===== src/rtl/tlc_param_ctrl_pkg.sv =====
// Shared types for the parametrised highway/farm-road traffic-light controller:
// phase codes, lamp bundle type and the phase-to-lamp decode.
// The optional all-red clearance phase is enabled with the TLC_ALL_RED_EN macro.
package tlc_pkg;

  // Phase codes are fixed so that state_o keeps the same meaning in every build.
  typedef enum logic [2:0] {
    HG   = 3'd0,
    HY   = 3'd1,
    FG   = 3'd2,
    FY   = 3'd3,
    AR_H = 3'd4,
    AR_F = 3'd5
  } phaseT;

  // Lamp bundle, bit order {hr, hy, hg, fr, fy, fg}.
  typedef struct packed {
    logic hr;
    logic hy;
    logic hg;
    logic fr;
    logic fy;
    logic fg;
  } lampsT;

  localparam lampsT LAMPS_HG      = 6'b001_100;
  localparam lampsT LAMPS_HY      = 6'b010_100;
  localparam lampsT LAMPS_FG      = 6'b100_001;
  localparam lampsT LAMPS_FY      = 6'b100_010;
  localparam lampsT LAMPS_ALL_RED = 6'b100_100;

  // Unknown codes decode to all-red so a corrupted state never shows two greens.
  function automatic lampsT lampsFor(phaseT phase);
    lampsT lamps;
    case (phase)
      HG:      lamps = LAMPS_HG;
      HY:      lamps = LAMPS_HY;
      FG:      lamps = LAMPS_FG;
      FY:      lamps = LAMPS_FY;
      default: lamps = LAMPS_ALL_RED;
    endcase
    return lamps;
  endfunction

endpackage


===== src/rtl/tlc_param_ctrl_if.sv =====
// Bundle of the controller's settings, sensor input and lamp/status outputs.
// The master side supplies settings and the sensor; the slave side is the controller.
// The TLC_ALL_RED_EN macro decides whether clr_time_i has any effect.
interface tlc_param_ctrl_if #(
  parameter int CNT_W = 6
);

  logic             car_i;
  logic [CNT_W-1:0] short_time_i;
  logic [CNT_W-1:0] long_time_i;
  logic [CNT_W-1:0] clr_time_i;

  logic             hr;
  logic             hy;
  logic             hg;
  logic             fr;
  logic             fy;
  logic             fg;
  logic [2:0]       state_o;
  logic [CNT_W-1:0] timer_o;

  modport master (
    output car_i, short_time_i, long_time_i, clr_time_i,
    input  hr, hy, hg, fr, fy, fg, state_o, timer_o
  );

  modport slave (
    input  car_i, short_time_i, long_time_i, clr_time_i,
    output hr, hy, hg, fr, fy, fg, state_o, timer_o
  );

endinterface


===== src/rtl/tlc_param_ctrl_phase_timer.sv =====
// Shared phase timer: synchronous clear, otherwise counts up one per cycle
// and parks at all-ones instead of wrapping, so a long-held phase never
// looks freshly entered. Unaffected by the TLC_ALL_RED_EN macro.
module tlc_phase_timer #(
  parameter int CNT_W = 6
) (
  input  logic             clk,
  input  logic             clear,
  output logic [CNT_W-1:0] t
);

  // Clear has priority; the increment stops once the counter is saturated.
  always_ff @(posedge clk) begin
    if (clear) begin
      t <= '0;
    end else if (t != '1) begin
      t <= t + 1'b1;
    end
  end

endmodule


===== src/rtl/tlc_param_ctrl.sv =====
// Top-level highway/farm-road traffic-light controller with a single shared
// phase timer, farm-road gap-out and live (unlatched) time settings.
// Define TLC_ALL_RED_EN to insert the all-red clearance phases AR_H / AR_F.
module tlc_param_ctrl
  import tlc_pkg::*;
#(
  parameter int CNT_W = 6
) (
  input  logic                   clk,
  input  logic                   rst,
  tlc_param_ctrl_if.slave        bus
);

  phaseT            state;
  phaseT            nextState;
  logic [CNT_W-1:0] t;
  logic             timerClear;
  lampsT            lamps;

  // Reset and every phase change restart the timer so each phase counts from 0.
  assign timerClear = rst || (nextState != state);

  tlc_phase_timer #(
    .CNT_W (CNT_W)
  ) phaseTimer (
    .clk   (clk),
    .clear (timerClear),
    .t     (t)
  );

  // State register; reset wins over any pending transition.
  always_ff @(posedge clk) begin
    if (rst) begin
      state <= HG;
    end else begin
      state <= nextState;
    end
  end

  // Next-phase rules; all limits are >= so a setting lowered mid-phase ends it promptly.
  // The AR rows exist in every build but are only reachable with the macro defined.
  always_comb begin
    nextState = state;
    case (state)
      HG: begin
        if (bus.car_i && (t >= bus.long_time_i)) nextState = HY;
      end
      HY: begin
        if (t >= bus.short_time_i) begin
`ifdef TLC_ALL_RED_EN
          nextState = AR_H;
`else
          nextState = FG;
`endif
        end
      end
      AR_H: begin
        if (t >= bus.clr_time_i) nextState = FG;
      end
      FG: begin
        if (!bus.car_i || (t >= bus.long_time_i)) nextState = FY;
      end
      FY: begin
        if (t >= bus.short_time_i) begin
`ifdef TLC_ALL_RED_EN
          nextState = AR_F;
`else
          nextState = HG;
`endif
        end
      end
      AR_F: begin
        if (t >= bus.clr_time_i) nextState = HG;
      end
      default: nextState = HG;
    endcase
  end

  // Moore outputs decoded purely from the state and timer registers.
  always_comb begin
    lamps       = lampsFor(state);
    bus.hr      = lamps.hr;
    bus.hy      = lamps.hy;
    bus.hg      = lamps.hg;
    bus.fr      = lamps.fr;
    bus.fy      = lamps.fy;
    bus.fg      = lamps.fg;
    bus.state_o = state;
    bus.timer_o = t;
  end

endmodule


===== src/flat_wrapper.sv =====
// flat-port wrapper written by rule: the top's interface ports become plain ports
module tlc_param_ctrl_flat import tlc_pkg::*;
#(
  parameter int CNT_W = 6
)
  (clk, rst, bus_car_i, bus_short_time_i, bus_long_time_i, bus_clr_time_i, bus_hr, bus_hy, bus_hg, bus_fr, bus_fy, bus_fg, bus_state_o, bus_timer_o);
  tlc_param_ctrl_if #(.CNT_W(CNT_W)) bus_i ();
  input  logic clk;
  input  logic rst;
  input wire logic [$bits(bus_i.car_i)-1:0] bus_car_i;
  input wire logic [$bits(bus_i.short_time_i)-1:0] bus_short_time_i;
  input wire logic [$bits(bus_i.long_time_i)-1:0] bus_long_time_i;
  input wire logic [$bits(bus_i.clr_time_i)-1:0] bus_clr_time_i;
  output wire logic [$bits(bus_i.hr)-1:0] bus_hr;
  output wire logic [$bits(bus_i.hy)-1:0] bus_hy;
  output wire logic [$bits(bus_i.hg)-1:0] bus_hg;
  output wire logic [$bits(bus_i.fr)-1:0] bus_fr;
  output wire logic [$bits(bus_i.fy)-1:0] bus_fy;
  output wire logic [$bits(bus_i.fg)-1:0] bus_fg;
  output wire logic [$bits(bus_i.state_o)-1:0] bus_state_o;
  output wire logic [$bits(bus_i.timer_o)-1:0] bus_timer_o;
  assign bus_i.car_i = bus_car_i;
  assign bus_i.short_time_i = bus_short_time_i;
  assign bus_i.long_time_i = bus_long_time_i;
  assign bus_i.clr_time_i = bus_clr_time_i;
  assign bus_hr = bus_i.hr;
  assign bus_hy = bus_i.hy;
  assign bus_hg = bus_i.hg;
  assign bus_fr = bus_i.fr;
  assign bus_fy = bus_i.fy;
  assign bus_fg = bus_i.fg;
  assign bus_state_o = bus_i.state_o;
  assign bus_timer_o = bus_i.timer_o;
  tlc_param_ctrl #(.CNT_W(CNT_W)) u_core (.clk(clk), .rst(rst), .bus(bus_i));
endmodule

===== config.mk =====
export PLATFORM = sky130hd
export DESIGN_NAME = tlc_param_ctrl_flat
export DESIGN_NICKNAME = d
export VERILOG_FILES = /design/src/rtl/tlc_param_ctrl_pkg.sv /design/src/rtl/tlc_param_ctrl_if.sv /design/src/rtl/tlc_param_ctrl_phase_timer.sv /design/src/rtl/tlc_param_ctrl.sv /design/src/flat_wrapper.sv
export SDC_FILE = /design/constraint.sdc
export NUM_CORES = 1
export LEC_CHECK = 0
export ABC_AREA = 0
export BUFFER_PORTS_ARGS = -buffer_cell sky130_fd_sc_hd__buf_2
export CELL_PAD_IN_SITES_DETAIL_PLACEMENT = 1
export CELL_PAD_IN_SITES_GLOBAL_PLACEMENT = 1
export CORE_MARGIN = 5
export CORE_UTILIZATION = 36
export DETAILED_ROUTE_END_ITERATION = 6
export PLACE_DENSITY = 0.84
export SLEW_MARGIN = 20
export SYNTH_ARGS = -nofsm -noshare
export SYNTH_HDL_FRONTEND = slang
export SYNTH_HIERARCHICAL = 1
export SYNTH_SLANG_ARGS = --single-unit

===== constraint.sdc =====
create_clock -name clk -period 5.64 [get_ports clk]
set_clock_uncertainty 0.15 [all_clocks]
set_input_delay 1.128 -clock clk [delete_from_list [all_inputs] [get_ports clk]]
set_output_delay 1.128 -clock clk [all_outputs]
set_load 0.05 [all_outputs]

# == Yosys cells after proc, flatten, opt, wreduce, memory -nomap -nowiden ==
# Cells that the tools add are included.
# op_classes
n_lt_le_gt_ge,3
n_eq_ne,7
n_addsub,1
n_mux,8
n_reduce_logical,5
# ops
op,n
$pmux 6 s4,1
$ge 6x6->1,3
$mux 3,6
$pmux 3 s6,1
$add 6x1->6 const B,1
$eq 3x2->1 const B,2
$eq 3x3->1 const B,2
$ne 6x6->1 const B,1
$eq 3x1->1 const B,1
$logic_not 3->1,1
$ne 3x3->1,1
$logic_or 1x1->1,2
$logic_and 1x1->1,1
$logic_not 1->1,1
# totals
reg_bits,9
inputBits,21
out_inout_bits,15
elab_cells,26

# == Longest topological paths before layout ==
# depth
depth_word,6
ltp_mapped,9
mapped_depth_nobuf,9

# == Cells and area by module ==
# The synthesis kept the hierarchy.
# by_module_without_submodules
mod,seq_area_each_um2,n_inst,area_each_um2,cells_each
tlc_param_ctrl,60.1,1,623.1,83
tlc_phase_timer,120.1,1,277.8,29

# == Worst setup path after synthesis ==
# No wires, ideal clock.
# synth_timing
path_kind,register to output
startpoint,register u_core.state[1] (netlist: u_core/bus.state_o[1])
endpoint,output bus_hy
stages_incl_launch_ff,3
n_path_buf,0
slack_ns,2.617
arrival_time_ns,1.745
path_cell_list,dfxtp_1 > or2_2 > nor2_1
# synth_via
elab_chain_cells,2
elab_cells_between_ends,5
classes_between,eq/ne: 3; mux: 1; reduce/logical: 1
# synth_lines
element,line_no,text
from (decl),tlc_param_ctrl.sv:14,phaseT state;
from (signal assigned),tlc_param_ctrl.sv:36,state <= nextState;
$eq 3x2->1 (tied with other cells),tlc_param_ctrl_pkg.sv:35,case (phase)
$pmux 6 s4 *,tlc_param_ctrl_pkg.sv:35,
to (decl),flat_wrapper.sv:15,output wire logic [$bits(bus_i.hy)-1:0] bus_hy;
# Mark *: on every way between the ends. The rest lies on a longest branch, timed or not.

# == Worst setup path after layout ==
# layout_timing
startpoint,input bus_long_time_i[4]
endpoint,register u_core.phaseTimer.t[2]
# layout_via
elab_chain_cells,6
elab_cells_between_ends,8
classes_between,order compare: 1; eq/ne: 1; mux: 3; reduce/logical: 3
# layout_lines
element,line_no,text
from (decl),flat_wrapper.sv:12,input wire logic [$bits(bus_i.long_time_i)-1:0] bus_long_time_i;
$ge 6x6->1 *,"tlc_param_ctrl.sv:46, tlc_param_ctrl.sv:61",
$logic_or 1x1->1 / $logic_and 1x1->1 (equally long branches),"tlc_param_ctrl.sv:61, tlc_param_ctrl.sv:46",
$mux 3 (on tied branches),"tlc_param_ctrl.sv:61, tlc_param_ctrl.sv:46",
$pmux 3 s6 *,tlc_param_ctrl.sv:44,case (state)
$ne 3x3->1 *,tlc_param_ctrl.sv:21,assign timerClear = rst || (nextState != state);
$logic_or 1x1->1 *,tlc_param_ctrl.sv:21,
named net u_core.timerClear,tlc_param_ctrl.sv:17,logic timerClear;
to (signal assigned),tlc_param_ctrl_phase_timer.sv:17,t <= t + 1'b1;
to (decl),tlc_param_ctrl_phase_timer.sv:9,output logic [CNT_W-1:0] t
# Mark *: on every way through the listed nets, which the timed path passes. The rest lies on a longest branch.
# A chain may end at the register's enable or synchronous reset.

==> impl_metrics.yaml <==
status:
  status: "complete, no violations"
timing:
  min_period_over_period: 0.519
  fin_crit_ns: 2.93
  setup_viol: 0
  fmax_ghz: 0.342
  grt_setup_unrepaired: "no"
  slew_headroom: 0.685
  tns_ns: 0
  drv_slew: 0
  worstMarginPinSlew_ns: 0.472
  worst_hold_slack_ns: 0.471
  final_hold_viol_count: 0
floorplan:
  core_um2: 2430
  die_area_um2: 3600
  row_count: 18
  die_height_um: 60.0
  num_io_pins: 36
  fp.dieW_um: 60.0
  floorplan.initialDensity: 0.370
setup_path:
  cp_max_fo: 7
  worstSetupPathType: "in2reg"
  cpMaxStageDelayCell: "ha_1"
  crit_arrival_ns: 2.96
  required_ns: 5.67
  slowest_delay_ns: 0.32
  crit_chain: "buf_2 -> inv_1 -> ha_1 -> a21o_1 -> a21oi_1 -> o2111ai_1 -> a21oi_1 -> a21bo_1 -> o21bai_1 -> a31oi_1"
  cp_common_cell: "a21oi_1"
  start_kind: "input port"
  cp-end-kind: "register"
drt:
  drtAntennaViolNets: 0
  via_per_inst: 5.30
  drt_wl_total_um: 2680
  drc: 0
  vias: 960
  drtIter0Drc: 16
  firstDrtPassIters: 4
  wl_per_cell_um: 14.8
yosys:
  synth_seq_area_share: 0.200
  async_flop_share: 0
  synth_seq_cells: 9
  syn_area_per_cell_um2: 8.04
  synthCells: 112
  synth_edf_count: 0
  synth.area.top_cells: "ha_1 26%, dfxtp_1 20%, inv_1 7.1%"
  yosys-top-cells-count: "19 x ha_1, 17 x inv_1, 9 x dfxtp_1, 8 x a21oi_1, 7 x nor2_1"
  synth.most_common_cell: "ha_1"
  ys_types: 32
  yosys_warnings: 6
  synth_top_area_frac: 0.264
  syn_area_um2: 901
  yosys.area.top_type: "ha_1"
  synth_nets: 152
  synth_flop_cell: "dfxtp_1"
global_routing:
  antenna_found_initial: 0
  grt_pass1_wl_um: 4490
  overflow: 0
  grt_pass1_vias: 1037
  grt_start_max_net_pins: 11
  grt.total_usage: 0.168
pwr:
  p_leak_nw: 0.624
  ir_worst_vdd_uv: 123
  p_per_area_nw_per_um2: 191
cts:
  cts_tree: "done"
  path_clk_slew_ns: 0.06
  cts_resized: 0
  postCtsSetupBuffers: 0
  cts_buffer_depth: 2
  cts_sinks: 9
  htreeDepth: 1
  cts_buffers: 3
  root_buffer: "clkbuf_4"
  clock_latency_ns: 0.26
  hold_buffers: 0
final_layout:
  n_antenna_cell: 0
  drive_gt1_frac: 0.291
  synthToLayoutAreaGrowth_pct: 26.5
  layout.nets: 192
placed_design:
  dp_hpwl_um: 2250
  place.gp.congestion: 0.825
  port_buffers: 35
min_path:
  hold_class: "reg2reg"
run:
  max_cap_viol_count: 0
[area by class of cell]
type / instances / area [um^2]
well taps: 30 / 37.5
flip-flops and latches: 9 / 180
multi-input cells: 86 / 657
inverters: 17 / 63.8
repair buffers: 35 / 175
fillers: 331 / 1290
clock buffers: 4 / 26.3
[layout by cell type (no fill, tap or decap)]
cell type / instances
nand2b_4: 1
o221ai_1: 1
inv_1: 17
nand4_1: 4
o21ai_0: 3
or2_2: 1
or2_0: 1
clkbuf_4: 3
nand3_1: 3
o32a_1: 1
nor3b_1: 2
a21o_2: 1
nor2_1: 7
nand2b_1: 5
buf_2: 35
dfxtp_1: 9
o2111ai_1: 1
nor3_1: 3
a31oi_1: 4
o21bai_1: 1
o211ai_1: 2
clkbuf_1: 1
a21o_1: 2
a211oi_1: 1
or3_1: 2
and3b_2: 1
xnor2_1: 1
nand3_2: 1
nand2_1: 6
a21bo_1: 1
mux2i_1: 1
a21oi_1: 8
ha_1: 19
o21ba_2: 1
o21ba_1: 1
[registers in the layout (all words and copies together) (netlist names)]
register and flops:
u_core/bus.state_o 3, u_core/phaseTimer/t 6
[through the flow]
stage	util	instances	power, mW	setup slack, ns	cell area [um^2]
after floorplan	-	112	0.138	2.62	901
after global placement	0.458	177	0.161	2.63	1110
after detailed placement	0.458	177	0.167	2.47	1110
after CTS	0.469	181	0.220	2.75	1140
after global routing	0.469	181	0.232	2.63	1140
final	0.469	181	0.218	2.71	1140
[final timing paths]
kind,startpoint,to,slack [ns],cells past startpoint
setup / recovery,bus_long_time_i[4],u_core/phaseTimer/t[2],2.71,10
hold / removal,u_core/phaseTimer/t[1],u_core/phaseTimer/t[1],0.47,2
hold reg to reg,u_core/phaseTimer/t[1],u_core/phaseTimer/t[1],0.47,2
setup reg to reg,u_core/phaseTimer/t[0],u_core/phaseTimer/t[2],3.11,9
[report_power, final]
group          total (mW)  switching [mW]  internal (mW)
sequential         0.0758         0.00823         0.0676
combinational      0.0896          0.0600         0.0296
clock              0.0526          0.0252         0.0274
total               0.218          0.0935          0.125
[layer usage]
metal  GRT usage  wire length, um
met5           0                0
met2       0.306             1340
met1       0.183             1130
met3      0.0432              165
met4      0.0633               42
[logic make-up after synthesis]
kind of cell / Yosys count / share of synthesized area
buffers and inverters: 17 / 0.0708
AND/OR/NAND/NOR: 37 / 0.232
AO/OA/AOI/OAI: 28 / 0.212
XOR/XNOR: 1 / 0.00972
adder cells (fa/ha/maj): 19 / 0.264
multiplexers: 1 / 0.0111
flip-flops: 9 / 0.200
[critical path, delay by kind of cell]
| family | cells | cell delay [ns] |
|---|---|---|
| AOI/OAI and AO/OA | 7 | 1.41 |
| adders and majority gates | 1 | 0.32 |
| buffers and inverters | 2 | 0.11 |
Note: power is estimated with default switching activity, not from simulation.
